--- config.mk ---
export PLATFORM = sky130hd
export DESIGN_NAME = adder_arbiter_flat
export DESIGN_NICKNAME = d
export VERILOG_FILES = /design/src/rtl/adder_arbiter_pkg.sv /design/src/rtl/adder_arbiter_if.sv /design/src/rtl/adder.sv /design/src/rtl/adder_arbiter_rr_arbiter.sv /design/src/rtl/adder_arbiter.sv /design/src/flat_wrapper.sv
export SDC_FILE = /design/constraint.sdc
export NUM_CORES = 1
export LEC_CHECK = 0
export CAP_MARGIN = 20
export CELL_PAD_IN_SITES_DETAIL_PLACEMENT = 0
export CELL_PAD_IN_SITES_GLOBAL_PLACEMENT = 2
export CORE_MARGIN = 3
export CORE_UTILIZATION = 23
export DETAILED_ROUTE_END_ITERATION = 16
export GPL_TIMING_DRIVEN = 0
export PLACE_DENSITY = 0.8
export SETUP_SLACK_MARGIN = 0.3
export SYNTH_ARGS = -nofsm -noshare
export SYNTH_HDL_FRONTEND = slang
export SYNTH_SLANG_ARGS = --single-unit
--- constraint.sdc ---
create_clock -name clk -period 2.66 [get_ports clk]
set_input_delay 0.399 -clock clk [delete_from_list [all_inputs] [get_ports clk]]
set_output_delay 0.399 -clock clk [all_outputs]
set_load 0.005 [all_outputs]
--- src/rtl/adder_arbiter_pkg.sv ---
// Shared constants and helpers for the adder_arbiter slice.
package adder_arbiter_pkg;

    // Ceiling log2, minimum 0; used to size requester indices.
    function automatic int unsigned clog2(input int unsigned n);
        int unsigned v;
        int unsigned r;
        v = n - 1;
        r = 0;
        while (v != 0) begin
            r = r + 1;
            v = v >> 1;
        end
        return r;
    endfunction

    function automatic int unsigned imax(input int unsigned x, input int unsigned y);
        return (x > y) ? x : y;
    endfunction

    localparam int unsigned N_REQ_DEF         = 4;
    localparam int unsigned ID_W              = clog2(N_REQ_DEF);

    // Default fixed-point formats shared with adder users.
    localparam int unsigned A_N_BITS_DEF      = 3;
    localparam int unsigned A_BIN_PT_DEF      = 1;
    localparam int unsigned A_DTYPE_DEF       = 1;
    localparam int unsigned B_N_BITS_DEF      = 4;
    localparam int unsigned B_BIN_PT_DEF      = 3;
    localparam int unsigned B_DTYPE_DEF       = 0;
    localparam int unsigned SUM_AB_N_BITS_DEF = 6;
    localparam int unsigned SUM_AB_BIN_PT_DEF = 3;

endpackage

--- src/rtl/adder_arbiter_if.sv ---
// Requester and result handshake bundle for adder_arbiter.
interface adder_arbiter_if
    import adder_arbiter_pkg::*;
#(
    parameter int unsigned N_REQ      = N_REQ_DEF,
    parameter int unsigned A_N_BITS   = A_N_BITS_DEF,
    parameter int unsigned B_N_BITS   = B_N_BITS_DEF,
    parameter int unsigned SUM_N_BITS = SUM_AB_N_BITS_DEF,
    parameter int unsigned ID_BITS    = clog2(N_REQ)
);
    logic [N_REQ-1:0]          req_valid;
    logic [N_REQ-1:0]          req_ready;
    logic [N_REQ*A_N_BITS-1:0] req_a;
    logic [N_REQ*B_N_BITS-1:0] req_b;
    logic                      res_valid;
    logic                      res_ready;
    logic [SUM_N_BITS-1:0]     res_sum;
    logic [ID_BITS-1:0]        res_id;

    modport master (
        output req_valid, req_a, req_b, res_ready,
        input  req_ready, res_valid, res_sum, res_id
    );

    modport slave (
        input  req_valid, req_a, req_b, res_ready,
        output req_ready, res_valid, res_sum, res_id
    );
endinterface

--- src/rtl/adder.sv ---
// Fixed-point adder: aligns both operands to the finer binary point,
// sign- or zero-extends per type, then rescales into the sum format (wrapping).
module adder
    import adder_arbiter_pkg::*;
#(
    parameter int unsigned A_N_BITS      = A_N_BITS_DEF,
    parameter int unsigned A_BIN_PT      = A_BIN_PT_DEF,
    parameter int unsigned A_DTYPE       = A_DTYPE_DEF,
    parameter int unsigned B_N_BITS      = B_N_BITS_DEF,
    parameter int unsigned B_BIN_PT      = B_BIN_PT_DEF,
    parameter int unsigned B_DTYPE       = B_DTYPE_DEF,
    parameter int unsigned SUM_AB_N_BITS = SUM_AB_N_BITS_DEF,
    parameter int unsigned SUM_AB_BIN_PT = SUM_AB_BIN_PT_DEF
) (
    input  logic [A_N_BITS-1:0]      a,
    input  logic [B_N_BITS-1:0]      b,
    output logic [SUM_AB_N_BITS-1:0] sum_ab
);
    localparam int unsigned FP = imax(A_BIN_PT, B_BIN_PT);
    localparam int unsigned EW = A_N_BITS + B_N_BITS + SUM_AB_N_BITS + SUM_AB_BIN_PT + 2;

    logic signed [EW-1:0] a_ext;
    logic signed [EW-1:0] b_ext;
    logic signed [EW-1:0] s_full;
    logic signed [EW-1:0] s_scaled;

    // Extend and align operands, full-precision sum.
    always_comb begin
        a_ext  = (A_DTYPE != 0) ? EW'(signed'(a)) : EW'(a);
        b_ext  = (B_DTYPE != 0) ? EW'(signed'(b)) : EW'(b);
        s_full = (a_ext <<< (FP - A_BIN_PT)) + (b_ext <<< (FP - B_BIN_PT));
    end

    // Move the binary point to the output format.
    if (SUM_AB_BIN_PT >= FP) begin : g_up
        assign s_scaled = s_full <<< (SUM_AB_BIN_PT - FP);
    end else begin : g_dn
        assign s_scaled = s_full >>> (FP - SUM_AB_BIN_PT);
    end

    assign sum_ab = SUM_AB_N_BITS'(s_scaled);
endmodule

--- src/rtl/adder_arbiter_rr_arbiter.sv ---
// Round-robin grant over a request vector; owns the priority pointer.
module rr_arbiter
    import adder_arbiter_pkg::*;
#(
    parameter int unsigned N_REQ = N_REQ_DEF
) (
    input  logic                      clk,
    input  logic                      rst,
    input  logic [N_REQ-1:0]          req,
    input  logic                      en,
    output logic [N_REQ-1:0]          gnt,
    output logic [clog2(N_REQ)-1:0]   gnt_id
);
    localparam int unsigned IDW = clog2(N_REQ);

    logic [IDW-1:0] ptr;

    // First active request searching ptr, ptr+1, ... modulo N_REQ.
    always_comb begin
        int unsigned    j;
        logic           found;
        logic [IDW-1:0] idx;
        gnt    = '0;
        gnt_id = '0;
        found  = 1'b0;
        j      = 0;
        idx    = '0;
        for (int unsigned k = 0; k < N_REQ; k++) begin
            j = 32'(ptr) + k;
            if (j >= N_REQ) j = j - N_REQ;
            idx = IDW'(j);
            if (!found && req[idx]) begin
                found  = 1'b1;
                gnt_id = idx;
            end
        end
        if (found && en) gnt[gnt_id] = 1'b1;
    end

    // Pointer moves just past the winner on a transfer, else holds.
    always_ff @(posedge clk or posedge rst) begin
        if (rst) begin
            ptr <= '0;
        end else if (|gnt) begin
            ptr <= (32'(gnt_id) == N_REQ - 1) ? '0 : gnt_id + 1'b1;
        end
    end
endmodule

--- src/rtl/adder_arbiter.sv ---
// Round-robin time-sharing of one fixed-point adder between N_REQ requesters.
// ADDER_ARBITER_OUT_REG_EN: adds a result register after the adder (2-cycle latency).
module adder_arbiter
    import adder_arbiter_pkg::*;
#(
    parameter int unsigned N_REQ         = N_REQ_DEF,
    parameter int unsigned A_N_BITS      = A_N_BITS_DEF,
    parameter int unsigned A_BIN_PT      = A_BIN_PT_DEF,
    parameter int unsigned A_DTYPE       = A_DTYPE_DEF,
    parameter int unsigned B_N_BITS      = B_N_BITS_DEF,
    parameter int unsigned B_BIN_PT      = B_BIN_PT_DEF,
    parameter int unsigned B_DTYPE       = B_DTYPE_DEF,
    parameter int unsigned SUM_AB_N_BITS = SUM_AB_N_BITS_DEF,
    parameter int unsigned SUM_AB_BIN_PT = SUM_AB_BIN_PT_DEF
) (
    input  logic            clk,
    input  logic            rst,
    adder_arbiter_if.slave  bus
);
    localparam int unsigned IDW = clog2(N_REQ);

    logic [N_REQ-1:0]         gnt;
    logic [IDW-1:0]           gnt_id;
    logic                     can_accept;
    logic                     xfer;
    logic                     stage_adv;
    logic [A_N_BITS-1:0]      a_r;
    logic [B_N_BITS-1:0]      b_r;
    logic [IDW-1:0]           id_r;
    logic                     v_r;
    logic [SUM_AB_N_BITS-1:0] sum_c;

    // Grant is suppressed during reset so req_ready reads zero.
    rr_arbiter #(.N_REQ(N_REQ)) u_arb (
        .clk    (clk),
        .rst    (rst),
        .req    (bus.req_valid),
        .en     (can_accept & ~rst),
        .gnt    (gnt),
        .gnt_id (gnt_id)
    );

    assign bus.req_ready = gnt;
    assign xfer          = |gnt;
    assign can_accept    = ~v_r | stage_adv;

    // Operand stage: load on a grant, clear when it drains without a refill.
    always_ff @(posedge clk or posedge rst) begin
        if (rst) begin
            a_r  <= '0;
            b_r  <= '0;
            id_r <= '0;
            v_r  <= 1'b0;
        end else if (xfer) begin
            a_r  <= bus.req_a[gnt_id*A_N_BITS +: A_N_BITS];
            b_r  <= bus.req_b[gnt_id*B_N_BITS +: B_N_BITS];
            id_r <= gnt_id;
            v_r  <= 1'b1;
        end else if (stage_adv) begin
            v_r  <= 1'b0;
        end
    end

    adder #(
        .A_N_BITS      (A_N_BITS),
        .A_BIN_PT      (A_BIN_PT),
        .A_DTYPE       (A_DTYPE),
        .B_N_BITS      (B_N_BITS),
        .B_BIN_PT      (B_BIN_PT),
        .B_DTYPE       (B_DTYPE),
        .SUM_AB_N_BITS (SUM_AB_N_BITS),
        .SUM_AB_BIN_PT (SUM_AB_BIN_PT)
    ) u_adder (
        .a      (a_r),
        .b      (b_r),
        .sum_ab (sum_c)
    );

`ifdef ADDER_ARBITER_OUT_REG_EN
    logic                     out_v;
    logic                     out_adv;
    logic [SUM_AB_N_BITS-1:0] out_sum;
    logic [IDW-1:0]           out_id;

    assign out_adv   = ~out_v | bus.res_ready;
    assign stage_adv = v_r & out_adv;

    // Result register: refill from the operand stage whenever empty or draining.
    always_ff @(posedge clk or posedge rst) begin
        if (rst) begin
            out_v   <= 1'b0;
            out_sum <= '0;
            out_id  <= '0;
        end else if (out_adv) begin
            out_v <= v_r;
            if (v_r) begin
                out_sum <= sum_c;
                out_id  <= id_r;
            end
        end
    end

    assign bus.res_valid = out_v;
    assign bus.res_sum   = out_sum;
    assign bus.res_id    = out_id;
`else
    assign stage_adv     = v_r & bus.res_ready;
    assign bus.res_valid = v_r;
    assign bus.res_sum   = sum_c;
    assign bus.res_id    = id_r;
`endif
endmodule
--- src/flat_wrapper.sv ---
// flat-port wrapper written by rule: the top's interface ports become plain ports
module adder_arbiter_flat import adder_arbiter_pkg::*;
#(
    parameter int unsigned N_REQ         = N_REQ_DEF,
    parameter int unsigned A_N_BITS      = A_N_BITS_DEF,
    parameter int unsigned A_BIN_PT      = A_BIN_PT_DEF,
    parameter int unsigned A_DTYPE       = A_DTYPE_DEF,
    parameter int unsigned B_N_BITS      = B_N_BITS_DEF,
    parameter int unsigned B_BIN_PT      = B_BIN_PT_DEF,
    parameter int unsigned B_DTYPE       = B_DTYPE_DEF,
    parameter int unsigned SUM_AB_N_BITS = SUM_AB_N_BITS_DEF,
    parameter int unsigned SUM_AB_BIN_PT = SUM_AB_BIN_PT_DEF
)
  (clk, rst, bus_req_valid, bus_req_a, bus_req_b, bus_res_ready, bus_req_ready, bus_res_valid, bus_res_sum, bus_res_id);
  adder_arbiter_if #(.N_REQ(N_REQ), .A_N_BITS(A_N_BITS), .B_N_BITS(B_N_BITS)) bus_i ();
  input  logic clk;
  input  logic rst;
  input wire logic [$bits(bus_i.req_valid)-1:0] bus_req_valid;
  input wire logic [$bits(bus_i.req_a)-1:0] bus_req_a;
  input wire logic [$bits(bus_i.req_b)-1:0] bus_req_b;
  input wire logic [$bits(bus_i.res_ready)-1:0] bus_res_ready;
  output wire logic [$bits(bus_i.req_ready)-1:0] bus_req_ready;
  output wire logic [$bits(bus_i.res_valid)-1:0] bus_res_valid;
  output wire logic [$bits(bus_i.res_sum)-1:0] bus_res_sum;
  output wire logic [$bits(bus_i.res_id)-1:0] bus_res_id;
  assign bus_i.req_valid = bus_req_valid;
  assign bus_i.req_a = bus_req_a;
  assign bus_i.req_b = bus_req_b;
  assign bus_i.res_ready = bus_res_ready;
  assign bus_req_ready = bus_i.req_ready;
  assign bus_res_valid = bus_i.res_valid;
  assign bus_res_sum = bus_i.res_sum;
  assign bus_res_id = bus_i.res_id;
  adder_arbiter #(.N_REQ(N_REQ), .A_N_BITS(A_N_BITS), .A_BIN_PT(A_BIN_PT), .A_DTYPE(A_DTYPE), .B_N_BITS(B_N_BITS), .B_BIN_PT(B_BIN_PT), .B_DTYPE(B_DTYPE), .SUM_AB_N_BITS(SUM_AB_N_BITS), .SUM_AB_BIN_PT(SUM_AB_BIN_PT)) u_core (.clk(clk), .rst(rst), .bus(bus_i));
endmodule
==> flow_metrics.env <==
export IMPL_holdCritPathClass="reg2reg"
export IMPL_final_core_util_pct=40.9
export IMPL_cap_viol_max_count=0
export IMPL_drc=0
export IMPL_final_common_cell="clkdlybuf4s50_1"
export IMPL_setup_violations_final=0
export IMPL_grt_pass1_vias=1090
export IMPL_peakVddDrop_mv=0.382
export IMPL_cts_tree="yes"
export IMPL_critPathMostFrequentCell="dlygate4sd2_1"
export IMPL_drv_slew=0
export IMPL_crit_path_cell_trace="dlygate4sd2_1 > nor2b_4 > or3_4 > a21oi_4 > buf_8 > buf_4 > nor3_1 > dlygate4sd2_1"
export IMPL_synth_area_um2=1010
export IMPL_finalWirelength_um=3100
export IMPL_grt_total_usage_pct=12.3
export IMPL_fillers=441
export IMPL_crit_path_start="bus_req_valid[1]"
export IMPL_status="completed"
export IMPL_crit_path_max_incr_delay_ns=0.35
export IMPL_clock_sinks=12
export IMPL_io_buffers=47
export IMPL_rr_worst_depth=8
export IMPL_final_cells=211
export IMPL_core_area_um2=4120
export IMPL_fmax_ghz=0.437
export IMPL_worstPathRequired_ns=2.26
export IMPL_synth_async_reset_ratio_pct=100
export IMPL_area_growth_syn_to_layout_pct=66.3
export IMPL_synth_cells=104
export IMPL_wl_per_cell_um=14.7
export IMPL_reg2reg_from="u_core.u_arb.ptr[1]"
export IMPL_die_area_um2=5230
export IMPL_clkTransAtPathRegs_ns=0.05
export IMPL_nNetsFinal=202
export IMPL_ios=48
export IMPL_cp_buffers_inverters=4
export IMPL_grt_antenna_before_repair=0
export IMPL_regArea_um2=300
export IMPL_initial_core_util_pct=24.6
export IMPL_yosysTopAreaCell="dfrtp_1"
export IMPL_htreeDepth=1
export IMPL_end_kind="primary output"
export IMPL_diodes=0
export IMPL_synth_top_cell_area_share_pct=29.7
export IMPL_grt_pass1_wl_um=5070
export IMPL_die_h_um=72.3
export IMPL_relSlewSlack_pct=61.7
export IMPL_dp_cells=201
export IMPL_crit_cells=8
export IMPL_cts_max_path_buffers=2
export IMPL_critPathKind="in2out"
export IMPL_route_met3_wl_um=206
export IMPL_dr_wl_met2_um=1440
export IMPL_met1_length_um=1440
export IMPL_tightest_slew_ns=0.559
export IMPL_synth_main_ff_cell="dfrtp_1"
export IMPL_clock_skew_final_ns=0.00331
export IMPL_dieWidth_um=72.3
export IMPL_ys_warn_count=0
export IMPL_cp_endpoint="bus_req_ready[0]"
export IMPL_grt_max_degree=13
export IMPL_fp_row_count=23
export IMPL_ant_nets=0
export IMPL_synth_nets=143
export IMPL_synth_cell_types=44
export IMPL_place_congestion=0.736
export IMPL_drive_gt1_share_pct=23.6
export IMPL_rsz0062_at_grt="no"
export IMPL_critical_path_max_fanout=4
export IMPL_post_route_period_util_pct=86.0
export IMPL_mostFrequentLayoutCells="clkdlybuf4s50_1 (39), inv_1 (14), dfrtp_1 (12)"
export IMPL_cts_buffers=3
export IMPL_powerDensity_nw_per_um2=923
export IMPL_leakage_uw=0.000723
export IMPL_synth_edf_count=0
export IMPL_routed_top_layer="met4"
export IMPL_place_hpwl_um=2400
export IMPL_r2r_end="u_core.u_arb.ptr[1]"
export IMPL_crit_family="buffers and inverters"
export IMPL_multiInputGateArea_um2=659
export IMPL_first_iter_violations=40
export IMPL_seq_area_frac_synth_pct=29.7
export IMPL_firstDrtPassIters=4
export IMPL_cp_arrival_ns=1.89
export IMPL_num_vias=1000
export IMPL_ys_ff_latch=12
export IMPL_grt_overflow=0
export IMPL_synth_area_leaders="dfrtp_1 (30%), a221oi_2 (7.4%), inv_1 (5.6%), nor3b_1 (5.2%), mux2i_1 (4.9%)"
export IMPL_slowest_stage="or3_4"
export IMPL_syn_mean_instance_area_um2=9.73
export IMPL_ctsHoldBuffers=0
export IMPL_reg2reg_slack_ns=0.49
export IMPL_insertion_delay_ns=0.24
export IMPL_hold_viol_final=0
export IMPL_fin_crit_ns=2.29
export IMPL_cp_start_kind="input port"
export IMPL_routed_via_density=4.74
export IMPL_cts_root_buf="clkbuf_8"
## per-stage QoR
stage | setup slack [ns] | setup TNS, ns | power, uW | area, um2 | hold slack (ns)
2_1_floorplan | 0.431 | 0 | 888 | 1010 | 0.264
3_3_place_gp | -0.582 | -4.71 | 1290 | 1550 | 0.511
3_5_place_dp | -0.607 | -5.17 | 1300 | 1550 | 0.508
4_1_cts | 0.222 | 0 | 1550 | 1660 | 0.517
5_1_grt | 0.294 | 0 | 1680 | 1680 | 0.545
6_report | 0.373 | 0 | 1550 | 1680 | 0.513
## where the power goes
| part | internal (uW) | leakage (uW) | switching [uW] | total [uW] |
|---|---|---|---|---|
| sequential | 272 | 0.000136 | 67.7 | 340 |
| combinational | 600 | 0.000566 | 450 | 1050 |
| clock | 99.6 | 0.0000216 | 64.2 | 164 |
## tightest hold or removal path: stages (launching register included)
cell     delay, ns
dfrtp_1       0.37
inv_1         0.05
a21oi_1       0.05
## sequential cells by signal, indices dropped and copies added (netlist names)
name                  cells
u_core.a_r                3
u_core.bus.res_valid      1
u_core.bus.res_id         2
u_core.u_arb.ptr          2
u_core.b_r                4
## cells by family (layout without fill, tap and decap cells)
kind of cell / count (synthesis) / count (layout) / synth area share (%)
adder cells (fa/ha/maj): 4 / 4 / 5.69
AND/OR/NAND/NOR: 31 / 31 / 21.1
buffers and inverters: 22 / 79 / 10.6
multiplexers: 6 / 6 / 6.06
AO/OA/AOI/OAI: 28 / 28 / 26.0
XOR/XNOR: 1 / 1 / 0.865
flip-flops: 12 / 12 / 29.7
## worst min path at each step
stage / cells past startpoint / end / startpoint
2_1_floorplan: 1 / u_core.a_r[0] / rst
3_3_place_gp: 2 / u_core.bus.res_id[0] / u_core.bus.res_id[0]
3_5_place_dp: 2 / u_core.bus.res_id[0] / u_core.bus.res_id[0]
4_1_cts: 2 / u_core.bus.res_id[0] / u_core.bus.res_id[0]
5_1_grt: 2 / u_core.bus.res_id[0] / u_core.bus.res_id[0]
6_report: 2 / u_core.bus.res_id[0] / u_core.bus.res_id[0]
## cells in the mapped netlist, drive strengths merged (2+ instances only)
cell type	number
nor3	5
or3	2
nor2	2
ha	3
nand2	2
a32oi	2
mux2i	5
o21a	2
dfrtp	12
nor3b	7
buf	6
o21ai	3
inv	15
a311o	2
nand2b	2
a2111oi	5
nor2b	3
a221oi	5
a21oi	4
nor4	2
and3	2
## layout make-up
type | instances | share of cell area (%)
well taps | 50 | 3.72
multi-input cells | 70 | 39.2
clock buffers | 3 | 2.45
repair buffers | 54 | 30.1
inverters | 15 | 3.35
flip-flops and latches | 12 | 17.8
plain buffers | 7 | 3.35
## per-layer routing
metal / up-vias / GRT usage [%]
met2: 30 / 20.9
met4: 0 / 2.51
met5: - / 0
met1: 465 / 15.8
li1: 503 / -
met3: 2 / 3.05
## what timing repair did
| item | in CTS | in global routing |
|---|---|---|
| endpoints found under the setup margin | 16 | 5 |
| hold endpoints to repair | 0 | 0 |
| pin swaps | 2 | 1 |
| gates resized for setup | 20 | 8 |
| setup buffers | 5 | 2 |
(Power assumes the default switching activity.)
